File: src/rtl/dnn_layer_if.sv
// Valid/ready bundle for the time-multiplexed fully-connected layer:
// operand vector in, NUM_OUT-wide result out.
interface dnn_layer_if #(
   parameter int IN_SIZE  = 17,
   parameter int W_SIZE   = 5,
   parameter int OUT_SIZE = 21,
   parameter int NUM_IN   = 4,
   parameter int NUM_OUT  = 2
);
   logic                              in_valid;
   logic                              in_ready;
   logic                              relu_en;
   logic [NUM_IN*IN_SIZE-1:0]         x_in;
   logic [NUM_IN*NUM_OUT*W_SIZE-1:0]  w_in;
   logic                              out_valid;
   logic                              out_ready;
   logic [NUM_OUT*OUT_SIZE-1:0]       y_out;
   logic                              busy;

   modport master (
      output in_valid, relu_en, x_in, w_in, out_ready,
      input  in_ready, out_valid, y_out, busy
   );

   modport slave (
      input  in_valid, relu_en, x_in, w_in, out_ready,
      output in_ready, out_valid, y_out, busy
   );
endinterface

File: src/rtl/dnn_layer_seq.sv
// Fully-connected layer: one input element per cycle against NUM_OUT parallel
// multipliers, with optional ReLU and saturating/wrapping output narrowing.
module dnn_layer_seq #(
   parameter int IN_SIZE  = 17,
   parameter int W_SIZE   = 5,
   parameter int OUT_SIZE = 21,
   parameter int NUM_IN   = 4,
   parameter int NUM_OUT  = 2,
   parameter bit SAT      = 1'b1
) (
   input logic        clk,
   input logic        rst_n,
   dnn_layer_if.slave bus
);
   localparam int PROD_W = IN_SIZE + W_SIZE;
   localparam int ACC_W  = PROD_W + $clog2(NUM_IN);
   localparam int EXT_W  = ((ACC_W > OUT_SIZE) ? ACC_W : OUT_SIZE) + 1;
   localparam int CNT_W  = $clog2(NUM_IN);
   localparam logic [CNT_W-1:0] LAST_IDX = CNT_W'(NUM_IN - 1);
   localparam logic signed [EXT_W-1:0] SAT_MAX =
      {{(EXT_W-OUT_SIZE+1){1'b0}}, {(OUT_SIZE-1){1'b1}}};
   localparam logic signed [EXT_W-1:0] SAT_MIN =
      {{(EXT_W-OUT_SIZE+1){1'b1}}, {(OUT_SIZE-1){1'b0}}};

   typedef enum logic [1:0] {IDLE, ACC, DONE} state_t;

   state_t                   state_q, state_d;
   logic [CNT_W-1:0]         idx_q, idx_d;
   logic signed [ACC_W-1:0]  acc_q [NUM_OUT];
   logic signed [ACC_W-1:0]  acc_d [NUM_OUT];
   logic [NUM_OUT*OUT_SIZE-1:0] y_q, y_d;
   logic                     out_valid_q, out_valid_d;
   logic                     capture;

   logic                     relu_q;
   logic signed [IN_SIZE-1:0] x_q [NUM_IN];
   logic signed [W_SIZE-1:0]  w_q [NUM_IN][NUM_OUT];

   // Exact signed product, sign-extended to accumulator width.
   function automatic logic signed [ACC_W-1:0] mul_ext(
      input logic signed [IN_SIZE-1:0] x,
      input logic signed [W_SIZE-1:0]  w
   );
      logic signed [PROD_W-1:0] p;
      p = PROD_W'(x) * PROD_W'(w);
      return ACC_W'(p);
   endfunction

   // ReLU first, then clamp (SAT) or plain truncation to OUT_SIZE bits.
   function automatic logic [OUT_SIZE-1:0] post_proc(
      input logic signed [ACC_W-1:0] acc,
      input logic                    relu
   );
      logic signed [EXT_W-1:0] v;
      v = EXT_W'(acc);
      if (relu && (v < 0)) v = '0;
      if (SAT && (v > SAT_MAX)) v = SAT_MAX;
      if (SAT && (v < SAT_MIN)) v = SAT_MIN;
      return v[OUT_SIZE-1:0];
   endfunction

   always_comb begin
      state_d     = state_q;
      idx_d       = idx_q;
      acc_d       = acc_q;
      y_d         = y_q;
      out_valid_d = out_valid_q;
      capture     = 1'b0;
      unique case (state_q)
         IDLE: begin
            if (bus.in_valid) begin
               capture = 1'b1;
               idx_d   = '0;
               for (int j = 0; j < NUM_OUT; j++) acc_d[j] = '0;
               state_d = ACC;
            end
         end
         ACC: begin
            for (int j = 0; j < NUM_OUT; j++)
               acc_d[j] = acc_q[j] + mul_ext(x_q[idx_q], w_q[idx_q][j]);
            idx_d = idx_q + 1'b1;
            if (idx_q == LAST_IDX) begin
               for (int j = 0; j < NUM_OUT; j++)
                  y_d[j*OUT_SIZE +: OUT_SIZE] = post_proc(acc_d[j], relu_q);
               out_valid_d = 1'b1;
               idx_d       = '0;
               state_d     = DONE;
            end
         end
         DONE: begin
            if (bus.out_ready) begin
               out_valid_d = 1'b0;
               state_d     = IDLE;
            end
         end
         default: state_d = IDLE;
      endcase
   end

   always_ff @(posedge clk or negedge rst_n) begin
      if (!rst_n) begin
         state_q     <= IDLE;
         idx_q       <= '0;
         out_valid_q <= 1'b0;
         y_q         <= '0;
         for (int j = 0; j < NUM_OUT; j++) acc_q[j] <= '0;
      end else begin
         state_q     <= state_d;
         idx_q       <= idx_d;
         out_valid_q <= out_valid_d;
         y_q         <= y_d;
         for (int j = 0; j < NUM_OUT; j++) acc_q[j] <= acc_d[j];
      end
   end

   // Private operand copy; only meaningful after an accept, so no reset.
   always_ff @(posedge clk) begin
      if (capture) begin
         relu_q <= bus.relu_en;
         for (int i = 0; i < NUM_IN; i++) begin
            x_q[i] <= bus.x_in[i*IN_SIZE +: IN_SIZE];
            for (int j = 0; j < NUM_OUT; j++)
               w_q[i][j] <= bus.w_in[(i*NUM_OUT+j)*W_SIZE +: W_SIZE];
         end
      end
   end

   assign bus.in_ready  = (state_q == IDLE);
   assign bus.busy      = (state_q == ACC);
   assign bus.out_valid = out_valid_q;
   assign bus.y_out     = y_q;
endmodule
File: src/flat_wrapper.sv
// flat-port wrapper written by rule: the top's interface ports become plain ports
module dnn_layer_seq_flat 
#(
   parameter int IN_SIZE  = 17,
   parameter int W_SIZE   = 5,
   parameter int OUT_SIZE = 21,
   parameter int NUM_IN   = 4,
   parameter int NUM_OUT  = 2,
   parameter bit SAT      = 1'b1
)
  (clk, rst_n, bus_in_valid, bus_relu_en, bus_x_in, bus_w_in, bus_out_ready, bus_in_ready, bus_out_valid, bus_y_out, bus_busy);
  dnn_layer_if #(.IN_SIZE(IN_SIZE), .W_SIZE(W_SIZE), .OUT_SIZE(OUT_SIZE), .NUM_IN(NUM_IN), .NUM_OUT(NUM_OUT)) bus_i ();
  input logic clk;
  input logic rst_n;
  input wire logic [$bits(bus_i.in_valid)-1:0] bus_in_valid;
  input wire logic [$bits(bus_i.relu_en)-1:0] bus_relu_en;
  input wire logic [$bits(bus_i.x_in)-1:0] bus_x_in;
  input wire logic [$bits(bus_i.w_in)-1:0] bus_w_in;
  input wire logic [$bits(bus_i.out_ready)-1:0] bus_out_ready;
  output wire logic [$bits(bus_i.in_ready)-1:0] bus_in_ready;
  output wire logic [$bits(bus_i.out_valid)-1:0] bus_out_valid;
  output wire logic [$bits(bus_i.y_out)-1:0] bus_y_out;
  output wire logic [$bits(bus_i.busy)-1:0] bus_busy;
  assign bus_i.in_valid = bus_in_valid;
  assign bus_i.relu_en = bus_relu_en;
  assign bus_i.x_in = bus_x_in;
  assign bus_i.w_in = bus_w_in;
  assign bus_i.out_ready = bus_out_ready;
  assign bus_in_ready = bus_i.in_ready;
  assign bus_out_valid = bus_i.out_valid;
  assign bus_y_out = bus_i.y_out;
  assign bus_busy = bus_i.busy;
  dnn_layer_seq #(.IN_SIZE(IN_SIZE), .W_SIZE(W_SIZE), .OUT_SIZE(OUT_SIZE), .NUM_IN(NUM_IN), .NUM_OUT(NUM_OUT), .SAT(SAT)) u_core (.clk(clk), .rst_n(rst_n), .bus(bus_i));
endmodule
File: config.mk
export PLATFORM = sky130hd
export DESIGN_NAME = dnn_layer_seq_flat
export DESIGN_NICKNAME = d
export VERILOG_FILES = /design/src/rtl/dnn_layer_if.sv /design/src/rtl/dnn_layer_seq.sv /design/src/flat_wrapper.sv
export SDC_FILE = /design/constraint.sdc
export NUM_CORES = 1
export LEC_CHECK = 0
export BUFFER_PORTS_ARGS = -buffer_cell sky130_fd_sc_hd__clkbuf_2
export CAP_MARGIN = 20
export CORE_ASPECT_RATIO = 1.5
export CORE_MARGIN = 1
export CORE_UTILIZATION = 65
export CTS_CLUSTER_SIZE = 28
export DETAILED_ROUTE_END_ITERATION = 12
export PLACE_DENSITY = 0.87
export SETUP_SLACK_MARGIN = 0.1
export SLEW_MARGIN = 15
export SYNTH_ARGS = -nofsm -noshare
export SYNTH_HDL_FRONTEND = slang
export SYNTH_SLANG_ARGS = --single-unit
File: constraint.sdc
create_clock -name clk -period 16.56 [get_ports clk]
set_clock_uncertainty 0.1 [all_clocks]
set_input_delay 1.656 -clock clk [delete_from_list [all_inputs] [get_ports clk]]
set_output_delay 1.656 -clock clk [all_outputs]
set_load 0.03 [all_outputs]
==> impl_metrics.toml <==
[outcome]
status = "completed"

[yosys]
seq_area_frac_synth_pct = 36.55
syn_area_mm2 = 0.01546
yosys.area.top_type = "edfxtp_1"
yosys_most_used_dff = "edfxtp_1"
netlist.area_leader.share_pct = 21.17
syn_inst = 1374
synth_warnings = 0
ys_types = 69
async_flop_share_pct = 46.57
synth_edf_count = 109
ys_seq_elements = 204
ys_top_cells_by_area = "edfxtp_1, fa_1, dfrtp_1"
syn-num-nets = 1744
synth_area_per_cell_um2 = 11.25

[timing]
rsz0062_at_grt = "no"
fin_crit_ns = 7.278
setup_viol = 0
fmax_mhz = 137.4
tns_ns = 0
period_share_pct = 43.95
finalHoldViolations = 0
drv_slew = 0
worstMarginPinSlew_ns = 1.005
relSlewSlack_pct = 33.01

[setup_path]
crit_arrival_ns = 7.63
crit_path_frequent_cell = "fa_1"
worst_path_max_delay_cell = "mux4_2"
critPathLaunchType = "register"
crit_type = "register to register"
cp.required_ns = 16.91
crit_chain = "buf_4, mux4_2, or2_2, fa_1, fa_1, fa_1, inv_1, fa_1, fa_1, a211oi_1, nor2_1, a2111oi_4, o21ai_1, and3_1, nor4_4, or3_1, o221a_2"
critPathMaxStageDelay_ns = 0.70
crit_fanout = 32
crit_path_end_kind = "register"

[placement]
dpl.cell_count = 1813
portBuffers = 157
place_area_mm2 = 0.01656
post-dp-hpwl_um = 27000
gp_congestion = 0.9562

[floorplanning]
initial_core_util_pct = 66.80
boundaryPins = 158
fp-row-count = 68
die_y_um = 190.9
dieArea_mm2 = 0.02442
coreArea_mm2 = 0.02314
die_w_um = 127.9

[cts]
worstSkewPairLatency_ns = 0.52
ctsResizeCount = 0
cts_made_buffers = 21
clockBufferDepth = 3
ctsHtreeMaxLevel = 1
cts_tree = "built"
ctsRootBufferMaster = "clkbuf_16"
postCtsHoldBufs = 0
clk_pin_slew_ns = 0.07
cts_sinks = 204
cts_setup_buffers = 0

[drt]
finalWirelength_um = 36490
drtIter0Drc = 661
post_drt_wl_per_cell_um = 19.71
drc = 0
firstDrtPassIters = 7
vias = 11080
detail_route.vias_per_cell = 5.985
detail-route-antenna-nets = 0

[job]
drv_cap = 0

[final_layout]
final_util_pct = 74.89
drive_above_1_share_pct = 16.93
final_area_mm2 = 0.01733
antenna_cells_inserted = 0
num-nets-final = 1891
finalNonFillerCells = 1851
areaGrowthSynthToFinish_pct = 12.10
fillers = 1500

[worst_hold_path]
hold_path_class = "register to register"

[grt]
track_usage_pct = 31.69
grt_max_degree = 87
grt.overflow.total = 0
grt_pass1_vias = 11960
antenna_found_initial = 0
grt_first_pass_wirelength_um = 58890
==> final timing paths <==
check	startpoint	endpoint	slack [ns]	depth (start not counted)
setup / recovery	u_core.idx_q[0]	u_core.bus.y_out[4]	9.28	17
hold / removal	u_core.acc_q[16]	u_core.acc_q[16]	0.40	2
setup reg to reg	u_core.idx_q[0]	u_core.bus.y_out[4]	9.28	17
hold reg to reg	u_core.acc_q[16]	u_core.acc_q[16]	0.40	2
max in group asynchronous	rst_n	u_core.idx_q[0]	14.15	2
min in group asynchronous	rst_n	u_core.acc_q[25]	0.97	1
==> registers in the layout, summed over array words and instances, names as in the netlist <==
register / flops
u_core.acc_q: 48
u_core.w_q: 40
u_core.relu_q: 1
u_core.state_q: 2
u_core.idx_q: 2
u_core.bus.y_out: 42
u_core.bus.out_valid: 1
u_core.x_q: 68
==> per-stage QoR <==
step	worst slack (ns)	hold WS [ns]
finish	9.282	0.3953
global route	9.024	0.4215
CTS	9.356	0.3965
detailed placement	9.399	0.3808
global placement	9.530	0.3635
floorplan	9.815	0.3498
==> cells in the final DEF, fill, tap and decap left out, types with 13 or more instances in the layout <==
cell type | netlist | layout
o22ai_1 | 14 | 14
clkbuf_16 | 0 | 21
nor2_1 | 49 | 49
and2_1 | 118 | 118
clkbuf_2 | 0 | 156
xnor2_1 | 28 | 28
xor2_1 | 15 | 15
ha_1 | 99 | 99
buf_4 | 0 | 13
nand2_1 | 111 | 111
dfrtp_1 | 95 | 94
nand3_1 | 28 | 28
edfxtp_1 | 109 | 109
mux4_2 | 25 | 25
a21oi_1 | 51 | 51
inv_1 | 194 | 194
fa_1 | 158 | 158
o21ai_0 | 63 | 63
==> cell usage after synthesis (3+ instances only) <==
library cell,count
clkbuf_1,36
a21o_1,10
o31ai_1,9
xnor2_1,28
o21ai_0,63
nor2_1,49
o21ai_1,5
or2_2,7
ha_1,99
o21a_1,3
and3_1,7
a211oi_2,3
a21oi_1,51
o211ai_1,12
a2111oi_0,3
nand3_1,28
mux4_2,25
inv_1,194
nand2b_1,5
a211o_1,3
fa_1,158
o22ai_1,14
nor3_1,7
or3_1,4
a221o_1,4
edfxtp_1,109
nand3b_1,3
a21boi_0,7
a22o_1,12
dfrtp_1,95
a211oi_1,11
nand2_1,111
xor2_1,15
nor2b_1,3
o21bai_1,9
buf_2,9
and2_1,118
o221a_2,7
==> layout make-up <==
type                            instances  area (µm²)  area share [%]
Multi-Input combinational cell        929        8894           51.32
Sequential cell                       204        5652           32.61
Clock buffer                           25       550.5           3.177
Tap cell                              315       394.1           2.274
Clock inverter                         13       224.0           1.292
Inverter                              196       738.2           4.260
Timing Repair Buffer                  169       878.3           5.068
==> cells by family after synthesis <==
kind of cell	synth area share, %
AOI/OAI and AO/OA	11.19
DFF	36.55
adders and majority gates	28.47
muxes	3.917
and+or+nand+nor	11.51
buffers and inverters	5.924
xor gates and xnor gates	2.436
==> per-layer routing <==
layer  part of all wire [%]  track usage, %  vias to the layer above
li1                       -               -                     4944
met1                     36           35.04                     5504
met2                     53           59.09                      487
met3                    5.3           3.058                      143
met4                    5.9           17.60                        0
met5                      0               0                        -
==> critical path: cells and delay by family (launching register included) <==
kind                     cells  cell delay [ns]
AND/OR/NAND/NOR              5             1.75
multiplexers                 1             0.70
AO/OA/AOI/OAI                4             1.13
buffers and inverters        2             0.57
flip-flops                   1             0.34
adder cells (fa/ha/maj)      5             2.60
Power is not shown: default switching activity piles up to over one toggle a cycle in this logic, so the estimate is an artifact.
